===== config.mk =====
export PLATFORM = sky130hd
export DESIGN_NAME = key_digit_entry
export DESIGN_NICKNAME = d
export VERILOG_FILES = /design/src/rtl/key_digit_entry_pkg.sv /design/src/rtl/key_debounce.sv /design/src/rtl/key_digit_entry.sv
export SDC_FILE = /design/constraint.sdc
export NUM_CORES = 1
export LEC_CHECK = 0
export BUFFER_PORTS_ARGS = -buffer_cell sky130_fd_sc_hd__buf_4
export CORE_ASPECT_RATIO = 0.75
export CORE_UTILIZATION = 40
export DETAILED_ROUTE_END_ITERATION = 8
export SLEW_MARGIN = 20
export SYNTH_ARGS = -nofsm -noshare
export SYNTH_HDL_FRONTEND = slang
export SYNTH_SLANG_ARGS = --single-unit

===== constraint.sdc =====
create_clock -name CLOCK_50 -period 2.4 [get_ports CLOCK_50]
set_clock_uncertainty 0.05 [all_clocks]
set_input_delay 0.36 -clock CLOCK_50 [delete_from_list [all_inputs] [get_ports CLOCK_50]]
set_output_delay 0.36 -clock CLOCK_50 [all_outputs]
set_load 0.02 [all_outputs]

===== src/rtl/key_digit_entry_pkg.sv =====
// Shared encodings for the key-driven digit entry front end: key indices,
// decoded actions and entry FSM states.
package key_digit_entry_pkg;

  localparam int unsigned K_ENTER = 0;
  localparam int unsigned K_DIGIT = 1;
  localparam int unsigned K_CLR   = 2;
  localparam int unsigned K_DEL   = 3;

  typedef enum logic [2:0] {
    ACT_NONE,
    ACT_DIGIT,
    ACT_DEL,
    ACT_ENTER,
    ACT_CLR
  } action_t;

  typedef enum logic [1:0] {
    S_EMPTY,
    S_EDIT,
    S_FULL
  } state_t;

  // Only the highest-priority pulse in a cycle becomes an action.
  function automatic action_t decode_action(input logic [3:0] pulses);
    if (pulses[K_CLR])        return ACT_CLR;
    else if (pulses[K_DEL])   return ACT_DEL;
    else if (pulses[K_ENTER]) return ACT_ENTER;
    else if (pulses[K_DIGIT]) return ACT_DIGIT;
    else                      return ACT_NONE;
  endfunction

endpackage


===== src/rtl/key_debounce.sv =====
// One active-low key: 2-flop synchroniser, stable-state debounce counter and
// a one-cycle press pulse on each debounced 1->0 transition.
module key_debounce #(
  parameter int unsigned DB_CYCLES = 1000000
) (
  input  logic clk,
  input  logic rst_n,
  input  logic key,
  output logic pulse
);

  localparam int unsigned CNT_W = $clog2(DB_CYCLES + 1);

  logic [1:0]       sync;
  logic             stable;
  logic             armed;
  logic [CNT_W-1:0] cnt;

  // The synchroniser resets to the pressed level and pulses stay disarmed
  // until a released level is seen, so a key held through reset is not a press.
  always_ff @(posedge clk or negedge rst_n) begin
    if (!rst_n) begin
      sync   <= '0;
      stable <= 1'b1;
      armed  <= 1'b0;
      cnt    <= '0;
      pulse  <= 1'b0;
    end else begin
      sync  <= {sync[0], key};
      pulse <= 1'b0;
      if (sync[1] && stable) armed <= 1'b1;
      if (sync[1] == stable) begin
        cnt <= '0;
      end else if (cnt == CNT_W'(DB_CYCLES - 1)) begin
        cnt    <= '0;
        stable <= ~stable;
        pulse  <= stable & armed;
      end else begin
        cnt <= cnt + CNT_W'(1);
      end
    end
  end

endmodule


===== src/rtl/key_digit_entry.sv =====
// Operator input front end: debounced KEY presses drive a hex digit entry
// register and commit it as a 32-bit operand on ENTER.
module key_digit_entry
  import key_digit_entry_pkg::*;
#(
  parameter int unsigned DB_CYCLES = 1000000,
  parameter int unsigned NDIG      = 8
) (
  input  logic        CLOCK_50,
  input  logic        RST_N,
  input  logic [3:0]  KEY,
  input  logic [3:0]  SW,
  output logic [31:0] ENTRY,
  output logic [3:0]  DIGITS,
  output logic [31:0] DATA_OUT,
  output logic        DATA_VALID,
  output logic        OVF_LED,
  output logic [3:0]  KEY_PULSE
);

  localparam int unsigned EW = 4 * NDIG;

  for (genvar k = 0; k < 4; k++) begin : g_key
    key_debounce #(.DB_CYCLES(DB_CYCLES)) u_db (
      .clk   (CLOCK_50),
      .rst_n (RST_N),
      .key   (KEY[k]),
      .pulse (KEY_PULSE[k])
    );
  end

  action_t        act;
  state_t         state_q, state_d;
  logic [EW-1:0]  entry_q, entry_d;
  logic [3:0]     digits_q, digits_d;
  logic [31:0]    data_q, data_d;
  logic           valid_q, valid_d;
  logic           ovf_q, ovf_d;

  assign act = decode_action(KEY_PULSE);

  always_ff @(posedge CLOCK_50 or negedge RST_N) begin
    if (!RST_N) begin
      state_q  <= S_EMPTY;
      entry_q  <= '0;
      digits_q <= '0;
      data_q   <= '0;
      valid_q  <= 1'b0;
      ovf_q    <= 1'b0;
    end else begin
      state_q  <= state_d;
      entry_q  <= entry_d;
      digits_q <= digits_d;
      data_q   <= data_d;
      valid_q  <= valid_d;
      ovf_q    <= ovf_d;
    end
  end

  always_comb begin
    state_d  = state_q;
    entry_d  = entry_q;
    digits_d = digits_q;
    data_d   = data_q;
    valid_d  = 1'b0;
    ovf_d    = ovf_q;
    case (act)
      ACT_DIGIT: begin
        if (state_q == S_FULL) begin
          ovf_d = 1'b1;
        end else begin
          entry_d  = (entry_q << 4) | EW'(SW);
          digits_d = digits_q + 4'd1;
          state_d  = (digits_d == 4'(NDIG)) ? S_FULL : S_EDIT;
        end
      end
      ACT_DEL: begin
        ovf_d = 1'b0;
        if (state_q != S_EMPTY) begin
          entry_d  = entry_q >> 4;
          digits_d = digits_q - 4'd1;
          state_d  = (digits_d == 4'd0) ? S_EMPTY : S_EDIT;
        end
      end
      ACT_ENTER: begin
        data_d   = 32'(entry_q);
        valid_d  = 1'b1;
        entry_d  = '0;
        digits_d = '0;
        ovf_d    = 1'b0;
        state_d  = S_EMPTY;
      end
      ACT_CLR: begin
        entry_d  = '0;
        digits_d = '0;
        ovf_d    = 1'b0;
        state_d  = S_EMPTY;
      end
      default: ;
    endcase
  end

  assign ENTRY      = 32'(entry_q);
  assign DIGITS     = digits_q;
  assign DATA_OUT   = data_q;
  assign DATA_VALID = valid_q;
  assign OVF_LED    = ovf_q;

endmodule

==> results.md, run 1 <==
- Status: finished clean
- Core ar.: 18800 µm²
- Antenna diodes: 0
- DP HPWL: 11.5 mm
- Top post-synthesis cells by area: dfrtp_1 54%, mux2_2 4.7%, nor2_1 4.5%
- Hold Crit Depth: 3
- Xor-xnor portion of the synthesized cell area: 6.04%
- R2r worst-path depth: 4
- Placed Instances: 1044
- Most used DFF post-synth: dfrtp_1
- #FFs+latches synth: 172
- Clock latency on the worst-skew pair: 430 ps
- Die W: 164 µm
- Flop2flop setup slack: 310 ps
- Post-route antenna net violation count: 0
- Synth Net Count: 761
- DRT Pass-1 Iters: 5
- Hold WC Path Type: in2reg
- TNS Setup: 0 ps
- Overall power: 5.89 mW
- Fmax: 479 MHz
- Vias in the first global route: 5612
- Max transition margin: 63.4%
- Synth-to-layout area growth: 20.1%
- Most common cell after layout, fill and taps aside: dfrtp_1
- Post-synth cell types: 51
- Setup Viol. Count Final: 0
- CTS Buf Count: 17
- Pre-CTS WS: 341 ps
- Std-Cell Rows: 43
- Register area share after synthesis: 55.0%
- First-pass GRT wire length: 28.0 mm
- Die area: 20100 µm²
- PD cells: 627 nW/µm²
- CP Max Fanout: 8
- CTS sink cnt: 172
- R2R Path Start: g_key[2].u_db.cnt[7]$_DFF_PN0_
- Final Hold Fails: 0
- Routability cong.: 0.816
- Final max-slew violation count: 0
- Leak: 4.23 nW
- Syn Area/Cell: 10.6 µm²
- WP data arrival: 2400 ps
- Crit start category: register
- Final period util: 87.0%
- GRT Overall Usage: 17.6%
- Vias: 5813
- Finished Core Util: 49.9%
- CTS tree: built
- Antenna violations before repair: 0
- Min cycle time layout: 2090 ps
- CP endpoint kind: register
- Complex-gate fraction of the synthesized area: 10.4%
- Synthesized area: 7830 µm²
- Initial core utilization: 41.6%
- RSZ-0062 raised after global routing: false
- Largest area contributor in the netlist: dfrtp_1
- Mapped Cells: 739
- RR Endpoint: g_key[2].u_db.cnt[17]$_DFF_PN0_
- Layout net count: 843
- Root Buffer: clkbuf_16
- EDFF count, synth: 0
- Most frequent cells in the layout: 168 x dfrtp_1, 94 x nor2_1, 93 x buf_4
- Die height: 123 µm
- Drt drc: 0
- Layout cells sized above 1: 22.5%
- Port Buf Inserts: 83
- Synthesis Warnings: 0
- Postcts setup bufs: 0
- Maximum VDD drop: 330 µV
- Clk pin slew, worst setup/hold paths: 70 ps
- Initial DRC count: 421
- Simple-gate share of the synthesized area: 18.6%
- H-tree depth: 4
- Vias per inst: 5.38
- Clock buffer depth: 2
- Largest family of logic cells by synthesized area: simple AND/OR/NAND/NOR gates
- WHS Endpoint: ENTRY[2]$_DFFE_PN0P_
- Critical path class: reg2reg
- Largest net degree at the start of global routing: 67
- Max Cap Violations: 0
- Setup ws final: 313 ps
- Synth top area share: 53.7%
- I/O pin count: 84
- DR WL/cell: 15.4 µm
- Final WL: 16.6 mm
- Critical Path RT: 2710 ps
- Worst Hold Launch: SW[2]
- Post-Synth Adder-Cell Area: 1.92%
- Total congestion overflow: 0
- Slew @ Worst Pin: 548 ps
- Post-synthesis mux area share: 5.00%
- Fillers: 1712
- FFs w/ async S/R, synth: 100%
- Non-filler cells in the finished layout: 1081
## layout make-up
class | instances | area [µm²] | share of cell area [%]
multi-input combinational | 510 | 3310 | 35.2
timing repair buffer | 101 | 800 | 8.50
inverter | 19 | 71.3 | 0.759
clock buffer | 21 | 470 | 5.00
tap | 247 | 309 | 3.29
clock inverter | 11 | 134 | 1.42
sequential | 172 | 4310 | 45.8
## flip-flops by register name, indices dropped and copies added, names as in the netlist
signal             flops
g_key.u_db.armed       4
DATA_VALID             1
g_key.u_db.pulse       4
g_key.u_db.cnt        80
DATA_OUT              32
state_q                2
g_key.u_db.stable      4
OVF_LED                1
DIGITS                 4
ENTRY                 32
g_key.u_db.sync        8
## kinds of logic (layout without fill, tap and decap cells)
family                   count (synthesis)  count (layout)
multiplexers                            35              35
buffers and inverters                   57             152
AO/OA/AOI/OAI                          129             129
AND/OR/NAND/NOR                        280             280
XOR/XNOR                                54              54
adder cells (fa/ha/maj)                 12              12
flip-flops                             172             172
## cell usage after synthesis (6+ instances only)
| master | n |
|---|---|
| a21oi_1 | 56 |
| a22oi_1 | 28 |
| and2_1 | 6 |
| and3_1 | 8 |
| clkbuf_1 | 29 |
| dfrtp_1 | 168 |
| ha_1 | 12 |
| inv_1 | 19 |
| mux2_2 | 33 |
| nand2_1 | 33 |
| nand3_1 | 38 |
| nand4_1 | 20 |
| nor2_1 | 94 |
| nor3_1 | 9 |
| nor4_1 | 13 |
| o21ai_0 | 19 |
| o31ai_1 | 14 |
| or2_2 | 7 |
| or3_1 | 12 |
| or4_1 | 15 |
| xnor2_1 | 22 |
| xor2_1 | 32 |
## per-layer routing
layer  share of wire, %  global-route usage [%]  vias to the layer above
met5                  0                       0                        -
met4                1.0                    4.98                        0
met3                4.0                    3.76                       13
met2                 46                    27.4                      115
met1                 49                    24.7                     2880
li1                   -                       -                     2805
## power by group
part | leakage (nW) | switching, mW | internal (mW) | total, mW
logic | 1.60 | 0.101 | 0.0466 | 0.148
clock network | 0.294 | 1.17 | 1.63 | 2.80
registers | 2.34 | 0.0208 | 2.92 | 2.94
## stage by stage
stage / hold WS, ps / instance area, µm²
3_3_place_gp: 290 / 8750
2_1_floorplan: 14.4 / 7830
6_report: 210 / 9400
4_1_cts: 197 / 9400
3_5_place_dp: 287 / 8750
5_1_grt: 231 / 9400
## what timing repair did
action                    in CTS  in global routing
hold endpoints to repair      57                  0
hold buffers                   5                  0
resized for setup              0                  0
## critical path, cell delays in order, from the launching register on
cell	delay [ps]
dfrtp_1	460
nand4_2	160
or4_1	660
or4b_4	560
a21oi_2	140
## worst max-delay path by stage
stage | start | end | slack, ps | depth (start not counted)
2_1_floorplan | g_key[2].u_db.cnt[6]$_DFF_PN0_ | g_key[2].u_db.cnt[17]$_DFF_PN0_ | 440 | 5
3_3_place_gp | g_key[2].u_db.cnt[6]$_DFF_PN0_ | g_key[2].u_db.cnt[17]$_DFF_PN0_ | 380 | 4
3_5_place_dp | g_key[2].u_db.cnt[6]$_DFF_PN0_ | g_key[2].u_db.cnt[17]$_DFF_PN0_ | 340 | 4
4_1_cts | g_key[1].u_db.cnt[8]$_DFF_PN0_ | g_key[1].u_db.cnt[12]$_DFF_PN0_ | 330 | 4
5_1_grt | g_key[1].u_db.cnt[8]$_DFF_PN0_ | g_key[1].u_db.cnt[7]$_DFF_PN0_ | 210 | 4
6_report | g_key[2].u_db.cnt[7]$_DFF_PN0_ | g_key[2].u_db.cnt[17]$_DFF_PN0_ | 310 | 4
No activity file was read; power rests on OpenSTA's default activity.
==> inputs of run 2 (changes only) <==
--- a/config.mk
+++ b/config.mk
@@ -5,10 +5,10 @@
 export SDC_FILE = /design/constraint.sdc
 export NUM_CORES = 1
 export LEC_CHECK = 0
-export BUFFER_PORTS_ARGS = -buffer_cell sky130_fd_sc_hd__buf_4
 export CORE_ASPECT_RATIO = 0.75
 export CORE_UTILIZATION = 40
 export DETAILED_ROUTE_END_ITERATION = 8
+export DONT_BUFFER_PORTS = 1
 export SLEW_MARGIN = 20
 export SYNTH_ARGS = -nofsm -noshare
 export SYNTH_HDL_FRONTEND = slang
==> constraint.sdc (replaced) <==
create_clock -name CLOCK_50 -period 2.4 [get_ports CLOCK_50]
set_clock_uncertainty 0.05 [all_clocks]
set_input_delay 0.12 -clock CLOCK_50 [delete_from_list [all_inputs] [get_ports CLOCK_50]]
set_output_delay 0.12 -clock CLOCK_50 [all_outputs]
set_load 0.02 [all_outputs]
==> results.md, run 2 (synthesized netlist as in run 1, its figures left out) <==
- Clock latency on the worst-skew pair: 440 ps
- TNS Setup: 0 ps
- CP peak stage delay: 660 ps
- Vias: 5493
- Hold WS: -661 ps
- Crit start category: register
- Initial core utilization: 41.6%
- Final WL: 16.4 mm
- Final Hold Fails: 172
- Switching Fraction: 24.6%
- Fmax: 480 MHz
- Postcts setup bufs: 0
- Combinational share of power: 1.4%
- Fin area: 8770 µm²
- Std-Cell Rows: 43
- CP max-delay cell: or4_1
- Clock power frac: 48.0%
- Root Buffer: clkbuf_16
- Placed Instances: 958
- Core ar.: 18800 µm²
- CP endpoint kind: register
- Critical Path RT: 2710 ps
- H-tree depth: 4
- Min cycle time layout: 2090 ps
- CP top delay family: simple AND/OR/NAND/NOR gates
- I/O pin count: 84
- DR WL/cell: 16.4 µm
- Most common cell after layout, fill and taps aside: dfrtp_1
- Status: complete, but fails checks
- DP HPWL: 10.6 mm
- Non-filler cells in the finished layout: 998
- # hold bufs at CTS: 8
- Die height: 123 µm
- Cell-by-cell trace of the critical path: nand4_2 -> or4_1 -> or4b_4 -> a21oi_2
- Post-route antenna net violation count: 0
- Largest net degree at the start of global routing: 173
- Largest Register: g_key.u_db.cnt
- CP Max Fanout: 8
- Max Cap Violations: 0
- Final period util: 86.9%
- Max FFs per register: 80
- CP Buf/Inv Count: 0
- RR Endpoint: g_key[2].u_db.cnt[17]$_DFF_PN0_
- Clock buffer depth: 2
- P_sw: 1.43 mW
- Fillers: 1701
- Port Buf Inserts: 0
- Max transition margin: 60.6%
- Setup Viol. Count Final: 0
- Antenna diodes: 0
- R2R Path Start: g_key[2].u_db.cnt[6]$_DFF_PN0_
- Total congestion overflow: 0
- Gates resized, CTS repair: 0
- Vias in the first global route: 5343
- CTS sink cnt: 172
- Die W: 164 µm
- DRT Pass-1 Iters: 5
- Leak: 3.78 nW
- Drt drc: 0
- Most frequent cells in the layout: 168 x dfrtp_1, 94 x nor2_1, 56 x a21oi_1
- Critical path class: reg2reg
- Layout cells sized above 1: 13.7%
- Synth-to-layout area growth: 12.0%
- Hold WC Path Type: in2async
- Failing checks: negative hold slack
- Initial DRC count: 463
- GRT Overall Usage: 16.9%
- Layout net count: 760
- Placed Instance Area: 8070 µm²
- CTS tree: built
- RSZ-0062 raised after global routing: false
- First-pass GRT wire length: 26.8 mm
- Clk pin slew, worst setup/hold paths: 70 ps
- PD cells: 662 nW/µm²
- Cell-internal power: 4.38 mW
- Antenna violations before repair: 0
- Final max-slew violation count: 0
- Die area: 20100 µm²
- Vias per inst: 5.50
- R2r worst-path depth: 4
- Maximum VDD drop: 403 µV
- Routability cong.: 0.793
- WP data arrival: 2400 ps
- Share of power burned in registers: 50.6%
- Slew @ Worst Pin: 582 ps
- Flop2flop setup slack: 310 ps
- CTS Buf Count: 17
[run 2: area by class of cell]
| type | instances | area (µm²) | area share (%) |
|---|---|---|---|
| clock inverters | 15 | 193 | 2.20 |
| flip-flops and latches | 172 | 4310 | 49.1 |
| clock buffers | 17 | 425 | 4.85 |
| inverters | 19 | 71.3 | 0.813 |
| well taps | 247 | 309 | 3.52 |
| multi-input cells | 510 | 3310 | 37.7 |
| repair buffers | 18 | 155 | 1.77 |
[run 2: layer usage]
| layer | vias up | global-route usage (%) | share of wire [%] |
|---|---|---|---|
| met4 | 0 | 4.75 | 0.68 |
| met5 | - | 0 | 0 |
| met3 | 11 | 4.63 | 5.4 |
| met2 | 127 | 25.7 | 46 |
| met1 | 2712 | 23.6 | 48 |
| li1 | 2643 | - | - |
[run 2: stage by stage]
stage | power (mW) | hold slack, ps | worst slack, ps | util (%)
after global placement | 3.06 | -218 | 392 | 42.9
after detailed placement | 3.07 | -217 | 342 | 42.9
final | 5.81 | -661 | 315 | 46.6
after CTS | 5.87 | -684 | 325 | 46.6
after floorplan | 3.05 | -226 | 442 | -
after global routing | 6.02 | -698 | 177 | 46.6
[run 2: worst max path at each step]
stage / cells after the start / endpoint / startpoint / slack, ps
CTS: 4 / g_key[2].u_db.cnt[17]$_DFF_PN0_ / g_key[2].u_db.cnt[6]$_DFF_PN0_ / 330
detailed placement: 5 / g_key[3].u_db.cnt[18]$_DFF_PN0_ / g_key[3].u_db.cnt[0]$_DFF_PN0_ / 340
global placement: 4 / g_key[2].u_db.cnt[17]$_DFF_PN0_ / g_key[2].u_db.cnt[6]$_DFF_PN0_ / 390
floorplan: 5 / g_key[2].u_db.cnt[17]$_DFF_PN0_ / g_key[2].u_db.cnt[6]$_DFF_PN0_ / 440
finish: 4 / g_key[2].u_db.cnt[17]$_DFF_PN0_ / g_key[2].u_db.cnt[6]$_DFF_PN0_ / 310
global route: 4 / g_key[2].u_db.cnt[17]$_DFF_PN0_ / g_key[2].u_db.cnt[6]$_DFF_PN0_ / 180
[run 2: power by group through the flow]
stage	Combinational (mW)	Clock [mW]	Sequential [mW]
finish	0.0795	2.79	2.94
global route	0.0916	2.99	2.94
CTS	0.0806	2.85	2.94
detailed placement	0.0694	0	3.00
global placement	0.0669	0	3.00
floorplan	0.0564	0	2.99
==> inputs of run 3 (changes only) <==
--- a/config.mk
+++ b/config.mk
@@ -5,6 +5,7 @@
 export SDC_FILE = /design/constraint.sdc
 export NUM_CORES = 1
 export LEC_CHECK = 0
+export ABC_AREA = 1
 export CORE_ASPECT_RATIO = 0.75
 export CORE_UTILIZATION = 40
 export DETAILED_ROUTE_END_ITERATION = 8
==> results.md, run 3 <==
- Status: complete, but fails checks
- Failing checks: negative hold slack
- Cell-by-cell trace of the critical path: nor2_4 -> nor2_4 -> nand3_1 -> nand2_4 -> inv_4 -> buf_4 -> nand3_1 -> o21ai_2
- CTS Buf Count: 17
- Clock latency on the worst-skew pair: 430 ps
- Clk pin slew, worst setup/hold paths: 70 ps
- Final period util: 77.2%
- GRT Overall Usage: 17.5%
- Setup ws final: 548 ps
- PD cells: 610 nW/µm²
- # hold bufs at CTS: 8
- I/O pin count: 84
- Min cycle time layout: 1850 ps
- Largest Register: g_key.u_db.cnt
- Critical path depth in cells: 8
- Placed Instances: 1288
- Die W: 171 µm
- Leak: 4.16 nW
- Placed Instance Area: 8850 µm²
- Most frequent cells in the layout: 224 x nand2_1, 179 x nor2_1, 168 x dfrtp_1
- Final WL: 18.2 mm
- WP data arrival: 2160 ps
- DR WL/cell: 13.7 µm
- Initial core utilization: 40.7%
- Top post-synthesis cells by area: dfrtp_1 49%, nand2_1 9.8%, nor2_1 7.8%
- FFs w/ async S/R, synth: 100%
- Fin area: 9530 µm²
- Final Hold Fails: 172
- Hold WS: -657 ps
- Vias per inst: 4.77
- Clock buffer depth: 2
- Synth-to-layout area growth: 10.8%
- Count leader, synth: nand2_1
- Gates resized, CTS repair: 0
- Mapped Cells: 1015
- Die height: 129 µm
- Vias in the first global route: 5911
- Antenna violations before repair: 0
- Pre-CTS WS: 544 ps
- CP max-delay cell: dfrtp_1
- Std-Cell Rows: 46
- Max transition margin: 68.5%
- Syn Area/Cell: 8.48 µm²
- #FFs+latches synth: 172
- CP Buf/Inv Count: 2
- Layout net count: 1049
- Largest net degree at the start of global routing: 173
- DRT Pass-1 Iters: 5
- Maximum VDD drop: 472 µV
- Slew @ Worst Pin: 472 ps
- Initial DRC count: 464
- Register area share after synthesis: 50.1%
- CP top delay family: simple AND/OR/NAND/NOR gates
- Synthesized area: 8600 µm²
- Post-synth cell types: 37
- CP peak stage delay: 510 ps
- Layout cells sized above 1: 14.6%
- Max FFs per register: 80
- Hold WC Path Type: in2async
- Most used DFF post-synth: dfrtp_1
- Die area: 22100 µm²
- R2r worst-path depth: 8
- Most instantiated cells after synthesis: 224 x nand2_1, 179 x nor2_1, 168 x dfrtp_1
- Post-route antenna net violation count: 0
- Port Buf Inserts: 0
- EDFF count, synth: 0
- Vias: 6336
- Synth Net Count: 1037
- CTS tree: built
- Synthesis Warnings: 0
- Crit start category: register
- Postcts setup bufs: 0
- DP HPWL: 12.9 mm
- Routability cong.: 0.868
- TNS Setup: 0 ps
- Final max-slew violation count: 0
- First-pass GRT wire length: 30.2 mm
- Setup Viol. Count Final: 0
- Total congestion overflow: 0
- Max Cap Violations: 0
- Critical Path RT: 2710 ps
- Drt drc: 0
- Root Buffer: clkbuf_16
- Largest area contributor in the netlist: dfrtp_1
- Critical path class: reg2reg
- Finished Core Util: 45.1%
- Core ar.: 21100 µm²
- Synth top area share: 48.9%
- CP Max Fanout: 29
- Antenna diodes: 0
- Non-filler cells in the finished layout: 1328
- CTS sink cnt: 172
- Most common cell after layout, fill and taps aside: nand2_1
- CP endpoint kind: register
- Fmax: 540 MHz
- RSZ-0062 raised after global routing: false
- H-tree depth: 4
[run 3: cell types whose count changed in the layout (fill, tap and decap cells not counted), moves of 13 or more]
cell,previous run,this run
nand2_1,33,224
inv_1,19,109
nor2_1,94,179
o21ai_2,0,54
a21oi_1,56,12
mux2_2,33,0
a22oi_1,28,0
o22ai_1,0,25
or4_1,15,0
o21ai_1,0,14
o31ai_1,14,0
nand2_2,0,13
nor2_2,0,13
[run 3: metal layers]
metal	track usage, %	part of all wire, %
met4	4.25	0.82
met1	25.0	51
met2	26.1	43
met5	0	0
met3	5.04	5.9
[run 3: power by group]
group	switching (mW)	total [mW]	internal [mW]	leakage, nW
combinational	0.0497	0.0795	0.0298	1.53
sequential	0.0157	2.94	2.92	2.34
clock	1.22	2.80	1.59	0.291
[run 3: cells by family after synthesis]
| group | after synthesis | synth area share, % |
|---|---|---|
| buffers and inverters | 142 | 7.55 |
| flip-flops | 172 | 50.1 |
| XOR/XNOR | 40 | 4.07 |
| AO/OA/AOI/OAI | 118 | 9.69 |
| adder cells (fa/ha/maj) | 12 | 1.75 |
| AND/OR/NAND/NOR | 531 | 26.9 |
[run 3: worst paths after layout]
path / startpoint / end / slack, ps
min in group CLOCK_50: KEY[1] / g_key[1].u_db.sync[0]$_DFF_PN0_ / 200
worst max register to register: g_key[0].u_db.pulse$_DFF_PN0_ / ENTRY[30]$_DFFE_PN0P_ / 550
worst min register to register: g_key[0].u_db.sync[0]$_DFF_PN0_ / g_key[0].u_db.sync[1]$_DFF_PN0_ / 300
worst max-delay path: g_key[0].u_db.pulse$_DFF_PN0_ / ENTRY[30]$_DFFE_PN0P_ / 550
max in group asynchronous: RST_N / g_key[3].u_db.stable$_DFFE_PN1P_ / 2650
worst min-delay path: RST_N / DATA_OUT[10]$_DFFE_PN0P_ / -660
[run 3: metrics by stage]
stage,power (mW),hold slack (ps)
6_report,5.82,-657
5_1_grt,6.04,-685
4_1_cts,5.90,-681
3_5_place_dp,3.06,-216
3_3_place_gp,3.06,-218
2_1_floorplan,3.04,-226
[run 3: final cells by class]
class / count / area, µm²
Multi-Input combinational cell: 701 / 3640
Timing Repair Buffer: 17 / 173
Clock buffer: 18 / 439
Sequential cell: 172 / 4310
Clock inverter: 14 / 160
Tap cell: 288 / 360
Inverter: 118 / 445
Fill cell: 2100 / 11600
